$ cat src/rtl/fwd_hazard_unit.sv
// Forwarding-select and load-use stall unit for the 5-stage pipeline.
// Optional WB-retire bypass (code 11) enabled by defining WB_BYPASS_EN.
module fwd_hazard_unit #(
    parameter int AW        = 5,
    parameter int NSRC      = 2,
    parameter int STALL_CYC = 1
) (
    input  logic                 clock,
    input  logic                 reset,
    input  logic                 flush,
    input  logic                 id_valid,
    input  logic [NSRC*AW-1:0]   id_src,
    input  logic [NSRC-1:0]      id_src_used,
    input  logic                 ex_wr_en,
    input  logic                 mem_wr_en,
    input  logic                 wb_wr_en,
    input  logic [AW-1:0]        ex_wr_num,
    input  logic [AW-1:0]        mem_wr_num,
    input  logic [AW-1:0]        wb_wr_num,
    input  logic                 ex_is_load,
    output logic [2*NSRC-1:0]    fwd_sel,
    output logic                 stall,
    output logic                 ex_bubble
);

    typedef enum logic {
        IDLE,
        STALL
    } state_t;

    localparam logic [1:0] CNT_INIT =
        (STALL_CYC > 1) ? 2'(STALL_CYC - 2) : 2'd0;

    state_t            state;
    logic [1:0]        cnt;
    logic [NSRC-1:0]   m_ex;
    logic [NSRC-1:0]   m_mem;
    logic [NSRC-1:0]   m_wb;
    logic              hazard;
    logic [2*NSRC-1:0] sel_nxt;

    // Per-source producer matches; r0 is hard-wired and never forwarded.
    always_comb begin
        m_ex  = '0;
        m_mem = '0;
        m_wb  = '0;
        for (int i = 0; i < NSRC; i++) begin
            logic [AW-1:0] src;
            logic          rd;
            src = id_src[i*AW +: AW];
            rd  = id_valid & id_src_used[i] & (src != '0);
            m_ex[i]  = rd & ex_wr_en  & (ex_wr_num  == src);
            m_mem[i] = rd & mem_wr_en & (mem_wr_num == src);
            m_wb[i]  = rd & wb_wr_en  & (wb_wr_num  == src);
        end
    end

`ifndef WB_BYPASS_EN
    logic wb_unused;
    assign wb_unused = ^m_wb;
`endif

    // Load-use detection and stall; reset kills stall without waiting for a clock.
    always_comb begin
        hazard    = (state == IDLE) & ex_is_load & (|m_ex);
        stall     = ~reset & ((state == STALL) | hazard);
        ex_bubble = stall;
    end

    // Nearest producer wins: EX (non-load) over MEM over WB.
    always_comb begin
        sel_nxt = '0;
        for (int i = 0; i < NSRC; i++) begin
            if (m_ex[i] && !ex_is_load)
                sel_nxt[2*i +: 2] = 2'b01;
            else if (m_mem[i])
                sel_nxt[2*i +: 2] = 2'b10;
`ifdef WB_BYPASS_EN
            else if (m_wb[i])
                sel_nxt[2*i +: 2] = 2'b11;
`endif
        end
    end

    // Stall sequencer: counts the extra bubble cycles after the detect cycle.
    always_ff @(posedge clock or posedge reset) begin
        if (reset) begin
            state <= IDLE;
            cnt   <= 2'd0;
        end else if (flush) begin
            state <= IDLE;
            cnt   <= 2'd0;
        end else begin
            unique case (state)
                IDLE: begin
                    if (hazard && (STALL_CYC > 1)) begin
                        state <= STALL;
                        cnt   <= CNT_INIT;
                    end
                end
                STALL: begin
                    if (cnt == 2'd0)
                        state <= IDLE;
                    else
                        cnt <= cnt - 2'd1;
                end
                default: begin
                    state <= IDLE;
                    cnt   <= 2'd0;
                end
            endcase
        end
    end

    // Operand selects for the instruction entering EX; bubbles read the regfile.
    always_ff @(posedge clock or posedge reset) begin
        if (reset)
            fwd_sel <= '0;
        else if (flush || stall)
            fwd_sel <= '0;
        else
            fwd_sel <= sel_nxt;
    end

endmodule

$ cat config.mk
export PLATFORM = sky130hd
export DESIGN_NAME = fwd_hazard_unit
export DESIGN_NICKNAME = d
export VERILOG_FILES = /design/src/rtl/fwd_hazard_unit.sv
export SDC_FILE = /design/constraint.sdc
export NUM_CORES = 1
export LEC_CHECK = 0
export BUFFER_PORTS_ARGS = -buffer_cell sky130_fd_sc_hd__buf_2
export CAP_MARGIN = 25
export CELL_PAD_IN_SITES_DETAIL_PLACEMENT = 1
export CELL_PAD_IN_SITES_GLOBAL_PLACEMENT = 1
export CORE_AREA = 2 2 51 53
export DETAILED_ROUTE_END_ITERATION = 8
export DIE_AREA = 0 0 53 55
export PLACE_DENSITY = 0.77
export SYNTH_ARGS = -nofsm -noshare
export SYNTH_HDL_FRONTEND = slang
export SYNTH_SLANG_ARGS = --single-unit
export TNS_END_PERCENT = 20
$ cat constraint.sdc
create_clock -name clock -period 2.2 [get_ports clock]
set_input_delay 0.33 -clock clock [delete_from_list [all_inputs] [get_ports clock]]
set_output_delay 0.33 -clock clock [all_outputs]
set_load 0.005 [all_outputs]
# --- After elaboration in Yosys (flattened, before gate mapping) ---
# Index checks and enable logic that the tools add are counted.
classes:
  addsub: 1
  eq_ne: 5
  muxes: 11
  bitwise: 18
  n_reduce_logical: 10
op_table:
  columns: ["operator", "n"]
  rows:
  - ["5-bit equality test", 4]
  - ["1-bit AND", 15]
  - ["2-bit 2-to-1 mux", 7]
  - ["5-bit nonzero test", 2]
  - ["4-bit 2-to-1 mux", 1]
  - ["1-bit 2-to-1 mux", 3]
  - ["1-bit logical AND", 2]
  - ["2-bit logical NOT", 1]
  - ["2-bit != test, second input constant", 1]
  - ["1-bit inverter", 2]
  - ["2-bit AND reduction", 1]
  - ["2-bit nonzero test", 1]
  - ["2-bit OR reduction", 1]
  - ["2-bit by 1-bit subtractor with 2-bit output, second input constant", 1]
  - ["1-bit logical NOT", 1]
  - ["1-bit logical OR", 1]
  - ["1-bit OR", 1]
word_totals:
  register_bits: 7
  inputBits: 35
  elab_cells: 48

# --- Logic depth before layout (Yosys ltp) ---
# Gate-level depths: netlist (run 1).
logic_depth:
  ltp_word: 10
  depth_mapped: 6
  mapped_depth_nobuf: 5

# --- Least setup slack after synthesis (run 1) ---
# Ideal clock, no wire load.
synth_path:
  path_kind: "input-to-output"
  start: "input id_src[5]"
  end: "output stall"
  arrival_ps: 1544
  required_time_ps: 1870
  path_slack_ps: 326
  cell_stages: 6
  path_buffers: 1
  path_cell_list: "or3_1 -> o311a_1 -> and4_4 -> o21ai_0 -> a21oi_1 -> buf_4"
synth_via:
  elab_chain_cells: 8
  elab_cells_between_ends: 9
synth_rtl:
  columns: ["item", "line_no", "source"]
  rows:
  - ["from (decl)", "12", "input logic [NSRC*AW-1:0] id_src,"]
  - ["5-bit nonzero test", "51", "rd = id_valid & id_src_used[i] & (src != '0);"]
  - ["1-bit AND", "51", null]
  - ["1-bit AND", "52", "m_ex[i] = rd & ex_wr_en & (ex_wr_num == src);"]
  - ["1-bit AND *", "52", null]
  - ["2-bit OR reduction *", "65", "hazard = (state == IDLE) & ex_is_load & (|m_ex);"]
  - ["1-bit AND *", "65", null]
  - ["1-bit OR *", "66", "stall = ~reset & ((state == STALL) | hazard);"]
  - ["1-bit AND *", "66", null]
  - ["to (decl)", "22", "output logic stall,"]
# Mark *: on every way between the ends. The rest lies on a longest branch, timed or not.

# --- Final worst setup path (run 1) ---
layout_path:
  start: "input id_src[1]"
  end: "output stall"
# Same word-level chain as after synthesis.

==> impl_results.rst, run 1 <==
.. list-table::
   :header-rows: 1

   * - Metric
     - Value
   * - Final Hold Viols
     - 0
   * - # rows
     - 18
   * - Metal-1 WL
     - 649 µm
   * - Buffer type at the clock tree root
     - clkbuf_4
   * - Leakage power
     - 0.391 nW
   * - Max Clock Skew
     - 0.000539 ns
   * - Path depth of the worst reg2reg path
     - 4
   * - Cell area after layout
     - 830 µm²
   * - Vias
     - 601
   * - Number of iterations in the first detailed-routing pass
     - 3
   * - First-pass GRT wire length
     - 2720 µm
   * - Final setup violating endpoints
     - 0
   * - CP Class
     - input pin to primary output
   * - Crit path time final
     - 2.05 ns
   * - Total Routed Length
     - 1630 µm
   * - Most common cell after layout, fill and taps aside
     - buf_2
   * - Startpoint Class
     - input pin
   * - Sum of met2 wire segment lengths after detailed routing
     - 823 µm
   * - Total of warnings raised by yosys
     - 0
   * - Via count of the first global-routing pass
     - 658
   * - Largest net degree at the start of global routing
     - 9
   * - Chip width
     - 53 µm
   * - Post-Route Setup TNS
     - 0 ns
   * - Routed wirelength normalized by instance count
     - 12.3 µm
   * - Arrival time worst endpoint
     - 1.72 ns
   * - Critical path's largest stage delay
     - 0.51 ns
   * - Starting density of the core
     - 25.5%
   * - Slew Limit Fails
     - 0
   * - Actual slew at the worst max-slew pin
     - 0.374 ns
   * - Clock tree from TritonCTS
     - done
   * - Tcrit/Tclk final
     - 93.4%
   * - Post-placement cell area
     - 803 µm²
   * - Core Box Area
     - 2360 µm²
   * - DRT antenna net count
     - 0
   * - Hold_ws
     - 0.0461 ns
   * - CP most frequent cell
     - buf_2
   * - Critical path fanouts, max
     - 4
   * - Worst setup EP type
     - primary output
   * - Highest-delay cell along the critical path
     - or4_1
   * - Number of nets produced by synthesis
     - 101
   * - RSZ-0062 raised after global routing
     - false
   * - Max Fclk
     - 487 MHz
   * - Antenna diode count
     - 0
   * - Deepest clock path buffer count
     - 2
   * - Post-synthesis cell type count
     - 27
   * - Sequential-to-total area share from yosys stat
     - 29.0%
   * - I/O pin cnt
     - 41
   * - Sum of met3 wire segment lengths after detailed routing
     - 155 µm
   * - Number of DRC markers after the initial detailed-route iteration
     - 4
   * - Global-route total usage across every layer
     - 12.7%
   * - Worst slew margin
     - 74.9%
   * - Via-per-instance ratio
     - 4.55
   * - Post-DP HPWL
     - 1500 µm
   * - Synth Register Bits
     - 7
   * - Synthesis-to-finish area growth
     - 37.6%
   * - Final design utilization
     - 35.1%
   * - Total DRC errors in the routed layout
     - 0
   * - Total global routing overflow
     - 0
   * - Resized cells post-CTS
     - 0
   * - Pwr Density
     - 397 nW/µm²
   * - Hold buffers post-CTS
     - 0
   * - H-tree depth
     - 1
   * - Worst vdd rail ir drop
     - 0.178 mV
   * - Antenna violations before repair
     - 0
   * - Clock Sink Count
     - 7
   * - Worst-path cell chain
     - buf_2 -> or4_1 -> o211ai_1 -> nor3_1 -> o21ai_0 -> a21oi_1 -> buf_2
   * - Placer congestion estimate
     - 0.814
   * - Clock latency on the worst-skew pair
     - 0.24 ns
   * - Post-layout net count
     - 139
   * - Number of buffers added by the clock tree synthesis step
     - 3
   * - Worst-path clk slew
     - 0.05 ns
   * - Number of I/O port buffers
     - 34
   * - Worst path required time
     - 1.87 ns
   * - Die span in y
     - 55 µm
   * - Count of max-cap constraint violations
     - 0
   * - Die Footprint
     - 2920 µm²
   * - Post-synthesis area per instance
     - 9.28 µm²
   * - Synth Cell Area
     - 603 µm²
   * - Number of setup buffers added after CTS
     - 0
   * - Fraction of final layout cells sized beyond drive strength 1
     - 41.2%
   * - Highest-count cells in the layout ignoring fill and taps
     - buf_2, xnor2_1, xor2_1
   * - Worst hold path type
     - input pin to asynchronous set/reset pin
   * - Status
     - complete, no violations
   * - Gate count of the mapped netlist
     - 65
   * - Top routing layer in use
     - met3
   * - Design Power
     - 0.329 mW
worst paths after layout:
kind	slack, ns	end	start
max in group asynchronous	1.94	cnt[1]	reset
hold / removal	0.05	fwd_sel[0]	reset
setup reg to reg	0.59	fwd_sel[1]	state
min in group clock	0.30	cnt[0]	flush
hold reg to reg	0.57	state	state
setup / recovery	0.15	stall	id_src[1]
where the power goes:
part           switching (mW)  leakage (nW)  total [mW]  internal, mW
Sequential          0.0000381        0.0978       0.129         0.129
Clock                  0.0404        0.0150       0.109        0.0688
Combinational          0.0465         0.278      0.0907        0.0442
critical path: cells and delay by family:
kind / cells / cell delay [ns]
buffers and inverters: 2 / 0.25
and+or+nand+nor: 2 / 0.64
AOI/OAI and AO/OA: 3 / 0.50
metrics by stage:
| step | std cells | worst slack (ns) |
|---|---|---|
| 3_5_place_dp | 128 | 0.131 |
| 2_1_floorplan | 65 | 0.326 |
| 6_report | 132 | 0.146 |
| 3_3_place_gp | 128 | 0.100 |
| 5_1_grt | 132 | 0.0886 |
| 4_1_cts | 132 | 0.125 |
metal layers:
layer | track usage, % | vias up
li1 | - | 299
met1 | 13.6 | 269
met2 | 24.2 | 33
met3 | 2.15 | 0
met4 | 6.41 | 0
met5 | 0 | -
Yosys cell counts, drive strengths merged:
library cell / number / area (µm²)
a211oi: 1 / 7.51
o211ai: 1 / 7.51
xor2: 9 / 78.8
nor2b: 1 / 6.26
nand4: 2 / 12.5
nand3: 2 / 10.0
and2: 2 / 13.8
nor4: 1 / 6.26
or4: 2 / 16.3
nor3: 3 / 15.0
o311a: 1 / 10.0
a21o: 2 / 16.3
o21ai: 1 / 5.00
or3: 1 / 6.26
inv: 5 / 18.8
nor2: 3 / 11.3
buf: 1 / 7.51
dfrtp: 7 / 175
nand2: 2 / 7.51
a2111oi: 1 / 27.5
and4: 1 / 11.3
xnor2: 12 / 105
a21oi: 3 / 15.0
ha: 1 / 12.5
state kept, by name (all words and copies together), names as in the netlist:
name / flops
state: 1
fwd_sel: 4
cnt: 2
final cells by class:
cell class | count | area [µm²]
Clock buffer | 4 | 26.3
Tap cell | 30 | 37.5
Fill cell | 314 | 1540
Inverter | 5 | 18.8
Multi-Input combinational cell | 52 | 402
Timing Repair Buffer | 34 | 170
Sequential cell | 7 | 175
kinds of logic after synthesis:
kind of cell | count (synthesis) | share of synthesized area, %
simple gates | 20 | 19.3
xor+xnor | 21 | 30.5
fa+ha+maj | 1 | 2.07
flops | 7 | 29.0
compound gates | 10 | 14.7
buf+inv | 6 | 4.36
No activity file was read; power rests on OpenSTA's default activity.
==> inputs of run 2 (changes only) <==
CELL_PAD_IN_SITES_DETAIL_PLACEMENT = unset   (was 1)
CELL_PAD_IN_SITES_GLOBAL_PLACEMENT = unset   (was 1)
CORE_AREA = 2 2 42 44   (was 2 2 51 53)
DIE_AREA = 0 0 44 46   (was 0 0 53 55)
PLACE_DENSITY = 0.8   (was 0.77)
==> impl_results.rst, run 2 (synthesis gave the netlist of run 1 again) <==
.. list-table::
   :header-rows: 1

   * - Metric
     - Value
   * - Path depth of the worst reg2reg path
     - 4 (unchanged)
   * - Total DRC errors in the routed layout
     - 0 (unchanged)
   * - Clock latency on the worst-skew pair
     - 0.25 ns (was 0.24 ns)
   * - Critical path startpoint
     - id_src[1] (unchanged)
   * - Count of max-cap constraint violations
     - 0 (unchanged)
   * - Post-Route Setup TNS
     - 0 ns (unchanged)
   * - Die Footprint
     - 2020 µm² (was 2920 µm²)
   * - Actual slew at the worst max-slew pin
     - 0.383 ns (was 0.374 ns)
   * - Hold buffers post-CTS
     - 0 (unchanged)
   * - Fraction of power spent switching nets
     - 27.5% (was 26.4%)
   * - CP most frequent cell
     - buf_2 (unchanged)
   * - Net load switching power
     - 0.0917 mW (was 0.0869 mW)
   * - Register with the most flip-flops
     - fwd_sel (unchanged)
   * - Die span in y
     - 46 µm (was 55 µm)
   * - Worst setup slack for register-to-register paths
     - 0.57 ns (was 0.59 ns)
   * - Global-route total usage across every layer
     - 15.4% (was 12.7%)
   * - Starting density of the core
     - 37.4% (was 25.5%)
   * - Most common cell after layout, fill and taps aside
     - buf_2 (unchanged)
   * - Clk network pwr share
     - 34.7% (was 33.2%)
   * - Number of iterations in the first detailed-routing pass
     - 4 (was 3)
   * - Core Box Area
     - 1610 µm² (was 2360 µm²)
   * - CP Class
     - input pin to primary output (unchanged)
   * - I/O pin cnt
     - 41 (unchanged)
   * - Number of buffers added by the clock tree synthesis step
     - 3 (unchanged)
   * - Hold_ws
     - 0.0306 ns (was 0.0461 ns)
   * - Worst hold path type
     - input pin to asynchronous set/reset pin (unchanged)
   * - Antenna diode count
     - 0 (unchanged)
   * - Slew Limit Fails
     - 0 (unchanged)
   * - Highest-delay cell along the critical path
     - or4_1 (unchanged)
   * - Worst path required time
     - 1.87 ns (about the same)
   * - H-tree depth
     - 1 (unchanged)
   * - Arrival time worst endpoint
     - 1.75 ns (was 1.72 ns)
   * - First-pass GRT wire length
     - 2280 µm (was 2720 µm)
   * - Critical path fanouts, max
     - 4 (unchanged)
   * - Critical R2R Capture
     - fwd_sel[1] (unchanged)
   * - Max Clock Skew
     - 0.00598 ns (was 0.000539 ns)
   * - # rows
     - 15 (was 18)
   * - Largest net degree at the start of global routing
     - 9 (unchanged)
   * - Total global routing overflow
     - 0 (unchanged)
   * - Buffer type at the clock tree root
     - clkbuf_4 (unchanged)
   * - Final Hold Viols
     - 0 (unchanged)
   * - Final setup violating endpoints
     - 0 (unchanged)
   * - Clock tree from TritonCTS
     - done (unchanged)
   * - Vias
     - 617 (was 601)
   * - Via-per-instance ratio
     - 5.18 (was 4.55)
   * - Worst-path clk slew
     - 0.05 ns (about the same)
   * - Fillers
     - 160 (was 314)
   * - Worst vdd rail ir drop
     - 0.173 mV (was 0.178 mV)
   * - Clock Sink Count
     - 7 (unchanged)
   * - Number of DRC markers after the initial detailed-route iteration
     - 16 (was 4)
   * - Max Fclk
     - 482 MHz (was 487 MHz)
   * - RSZ-0062 raised after global routing
     - false (unchanged)
   * - Post-layout net count
     - 139 (unchanged)
   * - Number of setup buffers added after CTS
     - 0 (unchanged)
   * - Chip width
     - 44 µm (was 53 µm)
   * - Leakage power
     - 0.391 nW (unchanged)
   * - Placer congestion estimate
     - 0.851 (was 0.814)
   * - Highest-count cells in the layout ignoring fill and taps
     - buf_2, xnor2_1, xor2_1 (unchanged)
   * - Resized cells post-CTS
     - 0 (unchanged)
   * - Sequential share of power
     - 38.7% (was 39.3%)
   * - Worst slew margin
     - 74.3% (was 74.9%)
   * - Post-DP HPWL
     - 1210 µm (was 1500 µm)
   * - Antenna violations before repair
     - 0 (unchanged)
   * - Synthesis-to-finish area growth
     - 34.9% (was 37.6%)
   * - DRT antenna net count
     - 0 (unchanged)
   * - Worst-path cell chain
     - buf_2 -> or4_1 -> o211ai_1 -> nor3_1 -> o21ai_0 -> a21oi_1 -> buf_2 (unchanged)
   * - Startpoint Class
     - input pin (unchanged)
   * - Pwr Density
     - 411 nW/µm² (was 397 nW/µm²)
   * - Status
     - complete, no violations (unchanged)
   * - Power share of the combinational group
     - 26.6% (was 27.6%)
   * - Worst flop-to-flop path startpoint
     - state (unchanged)
   * - Fraction of final layout cells sized beyond drive strength 1
     - 41.2% (unchanged)
   * - Critical path's largest stage delay
     - 0.51 ns (about the same)
   * - Tcrit/Tclk final
     - 94.3% (was 93.4%)
   * - Worst setup EP type
     - primary output (unchanged)
   * - Total Routed Length
     - 1390 µm (was 1630 µm)
   * - Routed wirelength normalized by instance count
     - 11.7 µm (was 12.3 µm)
   * - Internal power
     - 0.242 mW (about the same)
   * - Flip-flop count of the largest register after layout
     - 4 (unchanged)
   * - Crit path time final
     - 2.08 ns (was 2.05 ns)
   * - Registers with the most flip-flops
     - fwd_sel x4, cnt x2, state x1 (unchanged)
   * - Number of I/O port buffers
     - 34 (unchanged)
   * - Deepest clock path buffer count
     - 2 (unchanged)
   * - Via count of the first global-routing pass
     - 595 (was 658)
[run 2: cell counts in the layout (fill, tap and decap cells not counted)]
No cell type changed its count.
[run 2: layout make-up]
class,count,area [µm²],share of cell area (%)
multi-input cells,52,402,49.4
well taps,17,21.3,2.62
repair buffers,34,170,20.9
flip-flops and latches,7,175,21.5
inverters,5,18.8,2.31
clock buffers,4,26.3,3.23
[run 2: worst max path at each step]
stage | endpoint | slack, ns | cells past startpoint
after floorplan | stall | 0.33 | 6
after global placement | stall | 0.13 | 7
after detailed placement | ex_bubble | 0.12 | 7
after CTS | ex_bubble | 0.11 | 7
after global routing | stall | 0.01 | 7
final | stall | 0.12 | 7
[run 2: metrics by stage]
step | total power [mW] | util [%] | instance area (µm²) | std cells | worst slack, ns
final | 0.334 | 50.4 | 813 | 119 | 0.125
after global routing | 0.352 | 50.4 | 813 | 119 | 0.0147
after CTS | 0.341 | 50.4 | 813 | 119 | 0.113
after detailed placement | 0.221 | 48.8 | 787 | 115 | 0.120
after global placement | 0.218 | 48.8 | 787 | 115 | 0.133
after floorplan | 0.174 | - | 603 | 65 | 0.326
[run 2: critical path, delay by kind of cell]
| family | cells | cell delay, ns |
|---|---|---|
| AOI/OAI and AO/OA | 3 | 0.51 |
| buffers and inverters | 2 | 0.25 |
| and+or+nand+nor | 2 | 0.64 |
[run 2: power by group through the flow]
stage | logic [mW] | clock network (mW) | registers, mW
after floorplan | 0.0424 | 0 | 0.131
after global placement | 0.0872 | 0 | 0.131
after detailed placement | 0.0893 | 0 | 0.131
after CTS | 0.0897 | 0.122 | 0.129
after global routing | 0.0986 | 0.124 | 0.129
final | 0.0889 | 0.116 | 0.129
[run 2: per-layer routing]
metal | track usage, % | wire length [µm] | vias up
met1 | 17.2 | 594 | 273
met3 | 1.19 | 137 | 2
met2 | 27.6 | 644 | 42
met4 | 10.9 | 14 | 0
met5 | 0 | 0 | -
li1 | - | - | 300
